## src/rtl/global_defs.sv

```systemverilog
// Shared definitions for the trace-driven DRAM front end.
//   parsed_op_t       : opcode produced by the trace parser
//   REQ_QUEUE_DEPTH   : default number of entries in request_queue
//   SKIP_IDLE_DEFAULT : default for request_queue idle time-skip mode
package global_defs;

  typedef enum logic [1:0] {
    OP_READ     = 2'd0,
    OP_WRITE    = 2'd1,
    OP_PREFETCH = 2'd2,
    OP_FLUSH    = 2'd3
  } parsed_op_t;

  localparam int unsigned REQ_QUEUE_DEPTH   = 16;
  localparam bit          SKIP_IDLE_DEFAULT = 1'b1;

endpackage

```

## src/rtl/request_queue_fifo.sv

```systemverilog
// Generic synchronous FIFO storage for request_queue.
// First-word-fall-through: rd_data always shows the entry at the read pointer.
//   clk, rst_n  : clock, synchronous active-low reset
//   wr_en       : write request (ignored while full)
//   wr_data     : entry to write
//   rd_en       : read (pop) request (ignored while empty)
//   rd_data     : current head entry (undefined content while empty)
//   occupancy   : number of valid entries, 0..DEPTH
//   full, empty : decoded from occupancy
module request_queue_fifo
  import global_defs::*;
#(
  parameter int unsigned WIDTH = 8,
  parameter int unsigned DEPTH = REQ_QUEUE_DEPTH
) (
  input  logic                     clk,
  input  logic                     rst_n,
  input  logic                     wr_en,
  input  logic [WIDTH-1:0]         wr_data,
  input  logic                     rd_en,
  output logic [WIDTH-1:0]         rd_data,
  output logic [$clog2(DEPTH):0]   occupancy,
  output logic                     full,
  output logic                     empty
);

  localparam int unsigned PTR_W = $clog2(DEPTH);
  localparam logic [PTR_W:0] FULL_COUNT = (PTR_W + 1)'(DEPTH);

  logic [WIDTH-1:0] mem [DEPTH];
  logic [PTR_W-1:0] wr_ptr;
  logic [PTR_W-1:0] rd_ptr;
  logic             do_wr;
  logic             do_rd;

  assign full    = (occupancy == FULL_COUNT);
  assign empty   = (occupancy == '0);
  assign do_wr   = wr_en && !full;
  assign do_rd   = rd_en && !empty;
  assign rd_data = mem[rd_ptr];

  always_ff @(posedge clk) begin
    if (!rst_n) begin
      wr_ptr    <= '0;
      rd_ptr    <= '0;
      occupancy <= '0;
    end else begin
      if (do_wr) wr_ptr <= wr_ptr + 1'b1;
      if (do_rd) rd_ptr <= rd_ptr + 1'b1;
      case ({do_wr, do_rd})
        2'b10:   occupancy <= occupancy + 1'b1;
        2'b01:   occupancy <= occupancy - 1'b1;
        default: occupancy <= occupancy;
      endcase
    end
  end

  // Storage carries no reset; stale contents are unreachable once the
  // pointers and occupancy are cleared.
  always_ff @(posedge clk) begin
    if (rst_n && do_wr) mem[wr_ptr] <= wr_data;
  end

endmodule

```

## src/rtl/request_queue.sv

```systemverilog
// Timed request queue between the trace parser and the DRAM scheduler.
// Buffers parsed ops in order and releases the head only once the internal
// cycle counter has reached the op's arrival cycle.
//   clk, rst_n       : clock, synchronous active-low reset
//   in_valid/ready   : parser handshake; in_opcode/in_address/in_time = op
//   out_valid/ready  : scheduler handshake; out_* = head op (0 when empty)
//   cycle_count      : current simulated cycle (saturating)
//   occupancy        : valid entries; full/empty decoded from it
//   order_err        : sticky, set when an accepted in_time goes backwards
module request_queue
  import global_defs::*;
#(
  parameter int unsigned ADDRESS_WIDTH = 32,
  parameter int unsigned TIME_WIDTH    = 32,
  parameter int unsigned DEPTH         = REQ_QUEUE_DEPTH,
  parameter bit          SKIP_IDLE     = SKIP_IDLE_DEFAULT
) (
  input  logic                     clk,
  input  logic                     rst_n,
  input  logic                     in_valid,
  output logic                     in_ready,
  input  parsed_op_t               in_opcode,
  input  logic [ADDRESS_WIDTH-1:0] in_address,
  input  logic [TIME_WIDTH-1:0]    in_time,
  output logic                     out_valid,
  input  logic                     out_ready,
  output parsed_op_t               out_opcode,
  output logic [ADDRESS_WIDTH-1:0] out_address,
  output logic [TIME_WIDTH-1:0]    out_time,
  output logic [TIME_WIDTH-1:0]    cycle_count,
  output logic [$clog2(DEPTH):0]   occupancy,
  output logic                     full,
  output logic                     empty,
  output logic                     order_err
);

  typedef struct packed {
    parsed_op_t               opcode;
    logic [ADDRESS_WIDTH-1:0] address;
    logic [TIME_WIDTH-1:0]    arrival;
  } entry_t;

  localparam int unsigned ENTRY_W = $bits(entry_t);

  entry_t              wr_entry;
  entry_t              head;
  logic [ENTRY_W-1:0]  head_bits;
  logic                enq;
  logic                deq;
  logic                skip;
  logic [TIME_WIDTH:0] cc_plus1;
  logic [TIME_WIDTH-1:0] last_time;

  assign wr_entry = '{opcode: in_opcode, address: in_address, arrival: in_time};
  assign head     = entry_t'(head_bits);

  assign in_ready = !full;
  assign enq      = in_valid && in_ready;
  assign deq      = out_valid && out_ready;

  request_queue_fifo #(
    .WIDTH (ENTRY_W),
    .DEPTH (DEPTH)
  ) u_fifo (
    .clk       (clk),
    .rst_n     (rst_n),
    .wr_en     (enq),
    .wr_data   (wr_entry),
    .rd_en     (deq),
    .rd_data   (head_bits),
    .occupancy (occupancy),
    .full      (full),
    .empty     (empty)
  );

  // Release is gated by reset so nothing is handed out in a reset cycle.
  assign out_valid   = rst_n && !empty && (head.arrival <= cycle_count);
  assign out_opcode  = empty ? parsed_op_t'('0) : head.opcode;
  assign out_address = empty ? '0 : head.address;
  assign out_time    = empty ? '0 : head.arrival;

  // One extra bit so cycle_count + 1 cannot wrap when the counter is at max.
  assign cc_plus1 = {1'b0, cycle_count} + 1'b1;
  assign skip     = SKIP_IDLE && !empty && ({1'b0, head.arrival} > cc_plus1);

  always_ff @(posedge clk) begin
    if (!rst_n) begin
      cycle_count <= '0;
    end else if (skip) begin
      cycle_count <= head.arrival;
    end else if (cycle_count != '1) begin
      cycle_count <= cycle_count + 1'b1;
    end
  end

  always_ff @(posedge clk) begin
    if (!rst_n) begin
      last_time <= '0;
      order_err <= 1'b0;
    end else if (enq) begin
      last_time <= in_time;
      if (in_time < last_time) order_err <= 1'b1;
    end
  end

endmodule

```

## config.mk

```make
export PLATFORM = sky130hd
export DESIGN_NAME = request_queue
export DESIGN_NICKNAME = d
export VERILOG_FILES = /design/src/rtl/global_defs.sv /design/src/rtl/request_queue_fifo.sv /design/src/rtl/request_queue.sv
export SDC_FILE = /design/constraint.sdc
export NUM_CORES = 1
export LEC_CHECK = 0
export ABC_AREA = 1
export BUFFER_PORTS_ARGS = -buffer_cell sky130_fd_sc_hd__buf_2
export CELL_PAD_IN_SITES_DETAIL_PLACEMENT = 0
export CELL_PAD_IN_SITES_GLOBAL_PLACEMENT = 1
export CORE_UTILIZATION = 49
export DETAILED_ROUTE_END_ITERATION = 8
export GPL_TIMING_DRIVEN = 0
export PLACE_DENSITY = 0.8
export SYNTH_ARGS = -nofsm -noshare
export SYNTH_HDL_FRONTEND = slang
export SYNTH_HIERARCHICAL = 1
export SYNTH_SLANG_ARGS = --single-unit
export TNS_END_PERCENT = 5
```

## constraint.sdc

```tcl
create_clock -name clk -period 5.6 [get_ports clk]
set_input_delay 1.12 -clock clk [delete_from_list [all_inputs] [get_ports clk]]
set_output_delay 1.12 -clock clk [all_outputs]
set_load 0.01 [all_outputs]
```

# After elaboration in Yosys (flattened, before gate mapping)
# Memories as Yosys holds them, arrays and structs flattened. A register that Yosys moved wholly into a read port is not among the register bits.
# Cells that the tools add are included.
[totals] regBits=78 ram_bits=1056 in_bits=70 out_inout_bits=108 wordCells=44 memories=1
[op_classes] n_addsub=6 order_cmp=3 n_eq_ne=4 mux=10 n_reduce_logical=14
[mem_list] memory="u_fifo.mem" words=16 width=66 rd=1 rd_clocked_by_memory_dff=1 wr=1 line="request_queue_fifo.sv:30" rtl="logic [WIDTH-1:0] mem [DEPTH];"
[ops] cell="$mux W32" count=4
[ops] cell="$add A32 B1 Y33 const B" count=1
[ops] cell="$gt A32 B33 Y1" count=1
[ops] cell="$add A32 B1 Y32 const B" count=1
[ops] cell="$le A32 B32 Y1" count=1
[ops] cell="$lt A32 B32 Y1" count=1
[ops] cell="$ne A32 B32 Y1 const B" count=1
[ops] cell="$pmux W5 S2" count=1
[ops] cell="$add A4 B1 Y4 const B" count=2
[ops] cell="$logic_and A1 B1 Y1" count=8
[ops] cell="$mux W4" count=2
[ops] cell="$add A5 B1 Y5 const B" count=1
[ops] cell="$eq A5 B5 Y1 const B" count=1
[ops] cell="$logic_not A5 Y1" count=1
[ops] cell="$sub A5 B1 Y5 const B" count=1
[ops] cell="$reduce_bool A2 Y1" count=2
[ops] cell="$eq A2 B1 Y1 const B" count=1
[ops] cell="$eq A2 B2 Y1 const B" count=1
[ops] cell="$logic_not A1 Y1" count=2
[ops] cell="$mux W1" count=2
[ops] cell="$mux W2" count=1
[ops] cell="$reduce_and A2 Y1" count=1

# Logic depth before layout (Yosys ltp)
# Gate-level depths: netlist of run 1.
[depth] ltp_word=8 mapped_depth=35 depth_no_buf=32

# Modules after synthesis
# Netlist of run 1, hierarchy kept.
[by_module_without_submodules] module="request_queue_fifo" instances=1 cells_each=4395 area_each_um2=46330.7 seq_area_each_um2=32050.7
[by_module_without_submodules] module="request_queue" instances=1 cells_each=988 area_each_um2=6248.5 seq_area_each_um2=1301.2

# Worst setup path before layout of run 1
# Ideal clock, no wire load.
[synth_timing] kind="input port to flip-flop" startpoint="input port in_valid" endpoint="memory u_fifo/mem[0][0] (netlist name) (enable)" setup_ps=490 arrival_time_ps=4795 required_time_ps=5110 path_slack_ps=315 path_stages=8 path_buffers=2 cell_sequence="nand2_1 > clkbuf_1 > clkbuf_1 > inv_1 > nand2_1 > inv_1 > nand2_1 > nor2_1"
[synth_via] elab_chain_len=5
[synth_rtl] element="start: declaration" line="request_queue.sv:20" rtl="input logic in_valid,"
[synth_rtl] element="$logic_and A1 B1 Y1" line="request_queue.sv:58" rtl="assign enq = in_valid && in_ready;"
[synth_rtl] element="via enq" line="request_queue.sv:48" rtl="logic enq;"
[synth_rtl] element="$logic_and A1 B1 Y1" line="request_queue_fifo.sv:38" rtl="assign do_wr = wr_en && !full;"
[synth_rtl] element="$logic_and A1 B1 Y1" line="request_queue_fifo.sv:61" rtl="if (rst_n && do_wr) mem[wr_ptr] <= wr_data;"
[synth_rtl] element="$mux W1" line="request_queue_fifo.sv:61"
[synth_rtl] element="$mux W1 (implied by the code)" line="request_queue_fifo.sv:61"
[synth_rtl] element="end: declaration" line="request_queue_fifo.sv:30"
# The timed path passes the listed nets, and every way through them passes these cells.

==> results of run 1 <==
-- power by group through the flow --
stage	Clock [mW]	Sequential (mW)	Combinational (mW)
2_1_floorplan	0	9.95	4.40
3_3_place_gp	0	9.98	7.26
5_1_grt	8.34	9.78	8.26
3_5_place_dp	0	9.94	7.41
4_1_cts	8.00	9.76	7.46
6_report	7.93	9.76	7.61
-- critical path, cell delays in order, from the launching register on --
cell	delay, ps
dfxtp_2	420
clkbuf_2	360
buf_2	470
nand3_1	130
nand3_1	150
nand3_1	100
nand2_1	290
clkinvlp_4	370
ha_1	290
inv_1	70
a21oi_1	60
o21ai_0	140
a21oi_1	80
o21ai_0	140
nand2_1	70
nand2_1	70
nand2_1	50
nand2_1	130
nor2_1	90
buf_2	180
-- final cells by class --
class,instances,share of cell area (%)
multi-input combinational,2967,23.0
sequential,1138,55.2
tap,1391,2.88
clock buffer,145,5.26
inverter,1023,6.37
timing repair buffer,226,3.17
buffer,255,2.92
clock inverter,74,1.21
antenna,3,0.0124
-- through the flow --
step	cells	setup TNS, ps
after floorplan	5383	0
after global placement	6951	-4483900
after detailed placement	6999	-8410
after CTS	7218	0
after global routing	7221	-21.9
final	7222	0
-- routing by layer --
layer | vias up | GRT usage, % | wire length [um]
met5 | - | 0 | 0
met4 | 0 | 10.2 | 5620
met3 | 305 | 5.92 | 18800
met2 | 2122 | 47.3 | 74600
met1 | 19000 | 44.4 | 69500
li1 | 18000 | - | -
-- synth_stat cells (5+ instances only) --
library cell / n / area share [%]
nand2_1: 1581 / 11
nor3_1: 7 / 0.067
dfxtp_1: 82 / 3.1
buf_4: 18 / 0.26
a21oi_2: 10 / 0.17
a21oi_1: 89 / 0.85
buf_2: 108 / 1.0
nand4_1: 12 / 0.14
nor2_1: 169 / 1.2
o21ai_0: 57 / 0.54
buf_1: 16 / 0.11
ha_1: 105 / 2.5
inv_1: 1020 / 7.3
nor4_1: 5 / 0.059
edfxtp_1: 1056 / 60
xor2_1: 27 / 0.45
clkbuf_1: 48 / 0.34
nand3_1: 876 / 8.3
buf_6: 63 / 1.3
-- logic make-up (layout without fill, tap and decap cells) --
group	after synthesis	in the layout
compound gates	165	165
other cells	0	3
buf+inv	1278	1723
simple gates	2668	2668
xor+xnor	28	28
fa+ha+maj	106	106
flops	1138	1138
-- flip-flops by register name, summed over array words and instances, names as in the netlist, named ones only --
name,count
u_fifo/mem,1056
cycle_count,32
last_time,32
u_fifo/occupancy,5
u_fifo/rd_ptr,4
u_fifo/wr_ptr,4
order_err,1
-- worst max path at each step --
stage / startpoint / endpoint / slack, ps / cells after the start
3_3_place_gp: in_valid / u_fifo/mem[9][62] / -4510 / 9
4_1_cts: flip-flop / out_valid / 9 / 17
5_1_grt: flip-flop / u_fifo/occupancy[4] / -20 / 28
3_5_place_dp: flip-flop / u_fifo/occupancy[4] / -1410 / 26
2_1_floorplan: in_valid / u_fifo/mem[0][0] / 310 / 8
6_report: flip-flop / out_valid / 120 / 19
-- repair_timing --
action / 4_1_cts / 5_1_grt
gates resized for setup: 26 / 44
setup buffers: 0 / 1
hold endpoints to repair: 0 / 0
pin swaps: 0 / 2
endpoints found under the setup margin: 14 / 5
==> results.json, run 1 <==
{
  "hold-worst-slack_ps": 455,
  "synth_fp_nets": 5559,
  "timing.hold.worst.start": "last_time[0]",
  "dp_hpwl_mm": 113,
  "floorplan.rows": 119,
  "most-common-layout-cells": "nand2_1 (1578), edfxtp_1 (1056), inv_1 (1019)",
  "critical_path.startpoint_type": "flip-flop",
  "synth_cells": 5383,
  "areal_power_density_over_the_cells_nw_per_um2": 419,
  "most_common_cell_after_layout_fill_and_taps_aside": "nand2_1",
  "number_of_cts_inserted_buffers": 118,
  "worst_slew_pin_tran_ps": 1260,
  "crit_fanout": 10,
  "skew_ps": 48.1,
  "worstHoldEndpoint": "last_time[0]",
  "final-seq-area_um2": 33400,
  "synth_fa_ha_area_share_pct": 2.54,
  "max-vdd-ir-drop_mv": 0.327,
  "clkSlewWorstSetupHoldPaths_ps": 60,
  "synth_xor_area_share_pct": 0.466,
  "io_buffers": 177,
  "layout-drive-gt1-share_pct": 11.5,
  "cap_violations": 0,
  "final_design_area_no_fill_um2": 60400,
  "antenna_found_initial": 9,
  "switching_share_pct": 34.9,
  "period_share_pct": 97.9,
  "multiInputGateArea_um2": 13900,
  "regToRegEndpoint": "u_fifo/occupancy[4]",
  "syn2layout_area_growth_pct": 14.9,
  "max-clock-path-buffers": 3,
  "design.die.area_um2": 109000,
  "drtPass1Iterations": 7,
  "fin_nets": 5905,
  "cell_area_after_synthesis_um2": 52600,
  "timing.hold.worst_path_depth": 2,
  "grt_max_degree": 26,
  "switching_power_mw": 8.82,
  "critical_path_arrival_ps": 4360,
  "rrSetupSlack_ps": 230,
  "rr_worst_depth": 29,
  "placedInstanceArea_um2": 56400,
  "clkSinkCount": 1138,
  "run_status": "finished clean",
  "worstSkewPairLatency_ps": 740,
  "clock_power_share_pct": 31.3,
  "synth.ff_latch_count": 1138,
  "gp_congestion": 0.869,
  "final_antenna_net_count": 0,
  "layout_min_cycle_time_ps": 5480,
  "detail_route.drc_violations": 0,
  "routed_wl_mm": 169,
  "synthesized_area_fraction_occupied_by_and_or_nand_nor_cells_pct": 21.4,
  "power.share.sequential_pct": 38.6,
  "compound_gate_portion_of_the_synthesized_area_pct": 1.72,
  "syn_area_per_cell_um2": 9.77,
  "detailedPlace.worstSlack_ps": -1410,
  "category_of_the_most_critical_setup_path": "flip-flop to output port",
  "synthArstFlopShare_pct": 0,
  "synth_cell_types": 38,
  "power_internal_mw": 16.5,
  "setup_ws_ps": 118,
  "grt_pass1_wl_mm": 242,
  "sequential_element_share_of_the_synthesized_area_pct": 63.4,
  "achievable-frequency_mhz": 182,
  "horizontal_extent_of_the_die_um": 330,
  "detailroute.via_count": 39400,
  "design.core.area_um2": 106000,
  "synthesis.yosys.warnings": 6,
  "synth_top_family_by_area": "simple AND/OR/NAND/NOR gates",
  "routed_wire_length_per_instance_um": 23.3,
  "grt_overflow": 0,
  "drt-vias-per-instance": 5.46,
  "synth.mux.area_fraction_pct": 0,
  "timing.slew.headroom_pct": 16.1,
  "cts_hold_repair.buffers": 0,
  "drt_iter0_drc": 4900,
  "postSynth.topFlopCell": "edfxtp_1",
  "initial_utilization_pct": 49.7,
  "hold_viol": 0,
  "cell_at_the_root_of_the_clock_tree": "clkbuf_16",
  "first_global_vias": 36400,
  "cts_htree_levels": 3,
  "floorplan.io_pins": 178,
  "grt_usage_pct": 30.9,
  "count_of_flip_flops_with_a_built_in_enable_after_synthesis": 1056,
  "final_max_slew_viol_count": 0,
  "cts_tree": "built",
  "final_core_utilization_pct": 57.1,
  "num-fill-cells": 8983,
  "cp.required_ps": 4480,
  "finalSetupViolCount": 0,
  "total_power_mw": 25.3,
  "comb_power_share_pct": 30.1,
  "leakage_nw": 26.6,
  "hold_class": "flip-flop to flip-flop",
  "timing.critical_path.to_type": "output port",
  "die_h_um": 330
}
Note: power is estimated with default switching activity, not from simulation.
==> run 2, diff against run 1 <==
--- a/config.mk
+++ b/config.mk
@@ -9,10 +9,11 @@
 export BUFFER_PORTS_ARGS = -buffer_cell sky130_fd_sc_hd__buf_2
 export CELL_PAD_IN_SITES_DETAIL_PLACEMENT = 0
 export CELL_PAD_IN_SITES_GLOBAL_PLACEMENT = 1
-export CORE_UTILIZATION = 49
+export CORE_UTILIZATION = 45
 export DETAILED_ROUTE_END_ITERATION = 8
 export GPL_TIMING_DRIVEN = 0
-export PLACE_DENSITY = 0.8
+export MAX_ROUTING_LAYER = met4
+export PLACE_DENSITY = 0.74
 export SYNTH_ARGS = -nofsm -noshare
 export SYNTH_HDL_FRONTEND = slang
 export SYNTH_HIERARCHICAL = 1
==> constraint.sdc (replaced) <==
create_clock -name clk -period 7 [get_ports clk]
set_input_delay 1.4 -clock clk [delete_from_list [all_inputs] [get_ports clk]]
set_output_delay 1.4 -clock clk [all_outputs]
set_load 0.01 [all_outputs]
==> run 2 against run 1 <==
  * Critical endpoint unchanged
  * Clock skew decreased by 7.3 ps
  * First-iteration DRC count shrank 16%
  * Total power down 20%
  * Clock-buffer cell count shrank 4
  * Sequential share of layout area hardly changed
  * Cell count grew 1.8%
  * The run now ends with capacitance limit, slew limit left
  * Register-to-register slack better by 520 ps
  * Via count is 3.1% lower
==> results.json, run 2 (synthesized netlist as in run 1, its figures left out) <==
{
  "hold_viol": 0,
  "floorplan.rows": 125,
  "crit_fanout": 10,
  "rr_worst_depth": 28,
  "drtPass1Iterations": 8,
  "detail_route.drc_violations": 0,
  "num-fill-cells": 10400,
  "final_max_slew_viol_count": 11,
  "first_global_vias": 35200,
  "max-clock-path-buffers": 3,
  "design.die.area_um2": 118000,
  "max-vdd-ir-drop_mv": 0.202,
  "detailroute.via_count": 38200,
  "cell_at_the_root_of_the_clock_tree": "clkbuf_16",
  "worstSkewPairLatency_ps": 730,
  "run_status": "complete, but fails checks",
  "grt_usage_pct": 28.8,
  "critical_path.startpoint_type": "flip-flop",
  "clkSlewWorstSetupHoldPaths_ps": 60,
  "period_share_pct": 95.3,
  "layout_min_cycle_time_ps": 6670,
  "hold-worst-slack_ps": 450,
  "grt_pass1_wl_mm": 238,
  "die_h_um": 344,
  "timing.hold.worst.start": "last_time[0]",
  "category_of_the_most_critical_setup_path": "flip-flop to output port",
  "cp.required_ps": 5600,
  "io_buffers": 177,
  "top_usage_layer": "met2",
  "worst_slew_pin_tran_ps": 1510,
  "cap_violations": 1,
  "cts_htree_levels": 3,
  "setup_ws_ps": 332,
  "grt_overflow": 0,
  "hold_class": "flip-flop to flip-flop",
  "grt.met3_usage_pct": 4.01,
  "cts_tree": "built",
  "initial_utilization_pct": 45.3,
  "most_common_cell_after_layout_fill_and_taps_aside": "nand2_1",
  "leakage_nw": 26.5,
  "rsz0062_at_grt": "false",
  "design.core.area_um2": 116000,
  "grt_util_met2_pct": 44.9,
  "dp_hpwl_mm": 111,
  "final_antenna_net_count": 0,
  "final-seq-area_um2": 33400,
  "grt_max_degree": 25,
  "floorplan.io_pins": 178,
  "biggestRegsByFlops": "u_fifo/mem x1056, cycle_count x32, last_time x32",
  "drt_iter0_drc": 4103,
  "routed_wl_mm": 166,
  "achievable-frequency_mhz": 150,
  "finalSetupViolCount": 0,
  "gp_congestion": 0.875,
  "timing.hold.worst_path_depth": 2,
  "critical_path_arrival_ps": 5270,
  "flip_flop_count_of_the_largest_register_all_copies_and_words_added": 1056,
  "skew_ps": 40.9,
  "areal_power_density_over_the_cells_nw_per_um2": 334,
  "clkSinkCount": 1138,
  "cts_setup_buffers": 0,
  "detailedPlace.worstSlack_ps": 603,
  "horizontal_extent_of_the_die_um": 344,
  "routed_wire_length_per_instance_um": 22.6,
  "grt.met1_usage_pct": 39.0,
  "fin_nets": 5904,
  "most-common-layout-cells": "nand2_1 (1581), edfxtp_1 (1056), inv_1 (1020)",
  "number_of_cts_inserted_buffers": 119,
  "drt-vias-per-instance": 5.19,
  "failing_checks": "capacitance limit, slew limit",
  "multiInputGateArea_um2": 13800,
  "timing.critical_path.to_type": "output port",
  "max_flop_register": "u_fifo/mem",
  "antenna_found_initial": 11,
  "timing.slew.headroom_pct": -0.463,
  "syn2layout_area_growth_pct": 14.9,
  "rrSetupSlack_ps": 750,
  "layout-drive-gt1-share_pct": 10.9
}
-- run 2: changes by cell type in the layout (fill, tap and decap cells not counted), moves of 4 or more --
cell / before / now
buf_2: 272 / 285
bufinv_16: 12 / 17
clkinvlp_4: 7 / 3
buf_1: 8 / 16
clkbuf_2: 13 / 7
clkbuf_4: 13 / 0
buf_8: 5 / 1
clkbuf_1: 52 / 61
clkinv_1: 24 / 32
buf_4: 25 / 18
clkinv_2: 24 / 17
clkbuf_8: 8 / 0
-- run 2: final timing paths --
kind                         end
max                    out_valid
min reg2reg         last_time[0]
max reg2reg  u_fifo/occupancy[4]
min                 last_time[0]
-- run 2: layer usage --
metal / vias to the layer above / share of wire, % / wire (um)
li1: 18000 / - / -
met1: 18400 / 43 / 70600
met2: 1516 / 46 / 77000
met3: 272 / 7.9 / 13100
met4: 0 / 3.1 / 5190
met5: - / 0 / 0
-- run 2: where the power goes --
part | switching, mW | internal [mW] | total [mW]
Clock | 2.66 | 3.75 | 6.41
Sequential | 0.136 | 7.68 | 7.82
Combinational | 4.16 | 1.82 | 5.98
Total | 6.95 | 13.2 | 20.2
-- run 2: cell type report --
type / instances / area share (%)
inverter: 1023 / 6.37
clock inverter: 76 / 1.40
sequential: 1138 / 55.2
timing repair buffer: 225 / 3.12
tap: 1524 / 3.16
multi-input combinational: 2967 / 22.9
buffer: 254 / 2.76
clock buffer: 141 / 5.10
antenna: 5 / 0.0207
-- run 2: timing repair --
action,in CTS,in global routing
resized for setup,0,9
setup endpoints to repair,0,2
hold buffers,0,0
-- run 2: critical path, stage by stage, from the launching register on --
cell	delay, ps
dfxtp_1	290
buf_4	190
inv_2	150
clkbuf_1	890
nand3_1	170
nand3_1	200
nand2_1	440
ha_1	480
nand2_1	50
nor2_1	130
nand2_1	140
nor4_1	610
nand4_1	150
nand2_1	220
nand2_1	120
nor2_1	140
buf_2	160
-- run 2: metrics by stage --
stage / cells / utilization (%) / power (mW) / TNS, ps / cell area, um2
floorplan: 5383 / - / 11.5 / 0 / 52600
global placement: 7084 / 47.7 / 13.8 / -2914740 / 55400
detailed placement: 7132 / 48.7 / 13.9 / 0 / 56500
CTS: 7349 / 52.1 / 20.2 / 0 / 60400
global route: 7351 / 52.1 / 21.1 / 0 / 60400
finish: 7353 / 52.1 / 20.2 / 0 / 60400
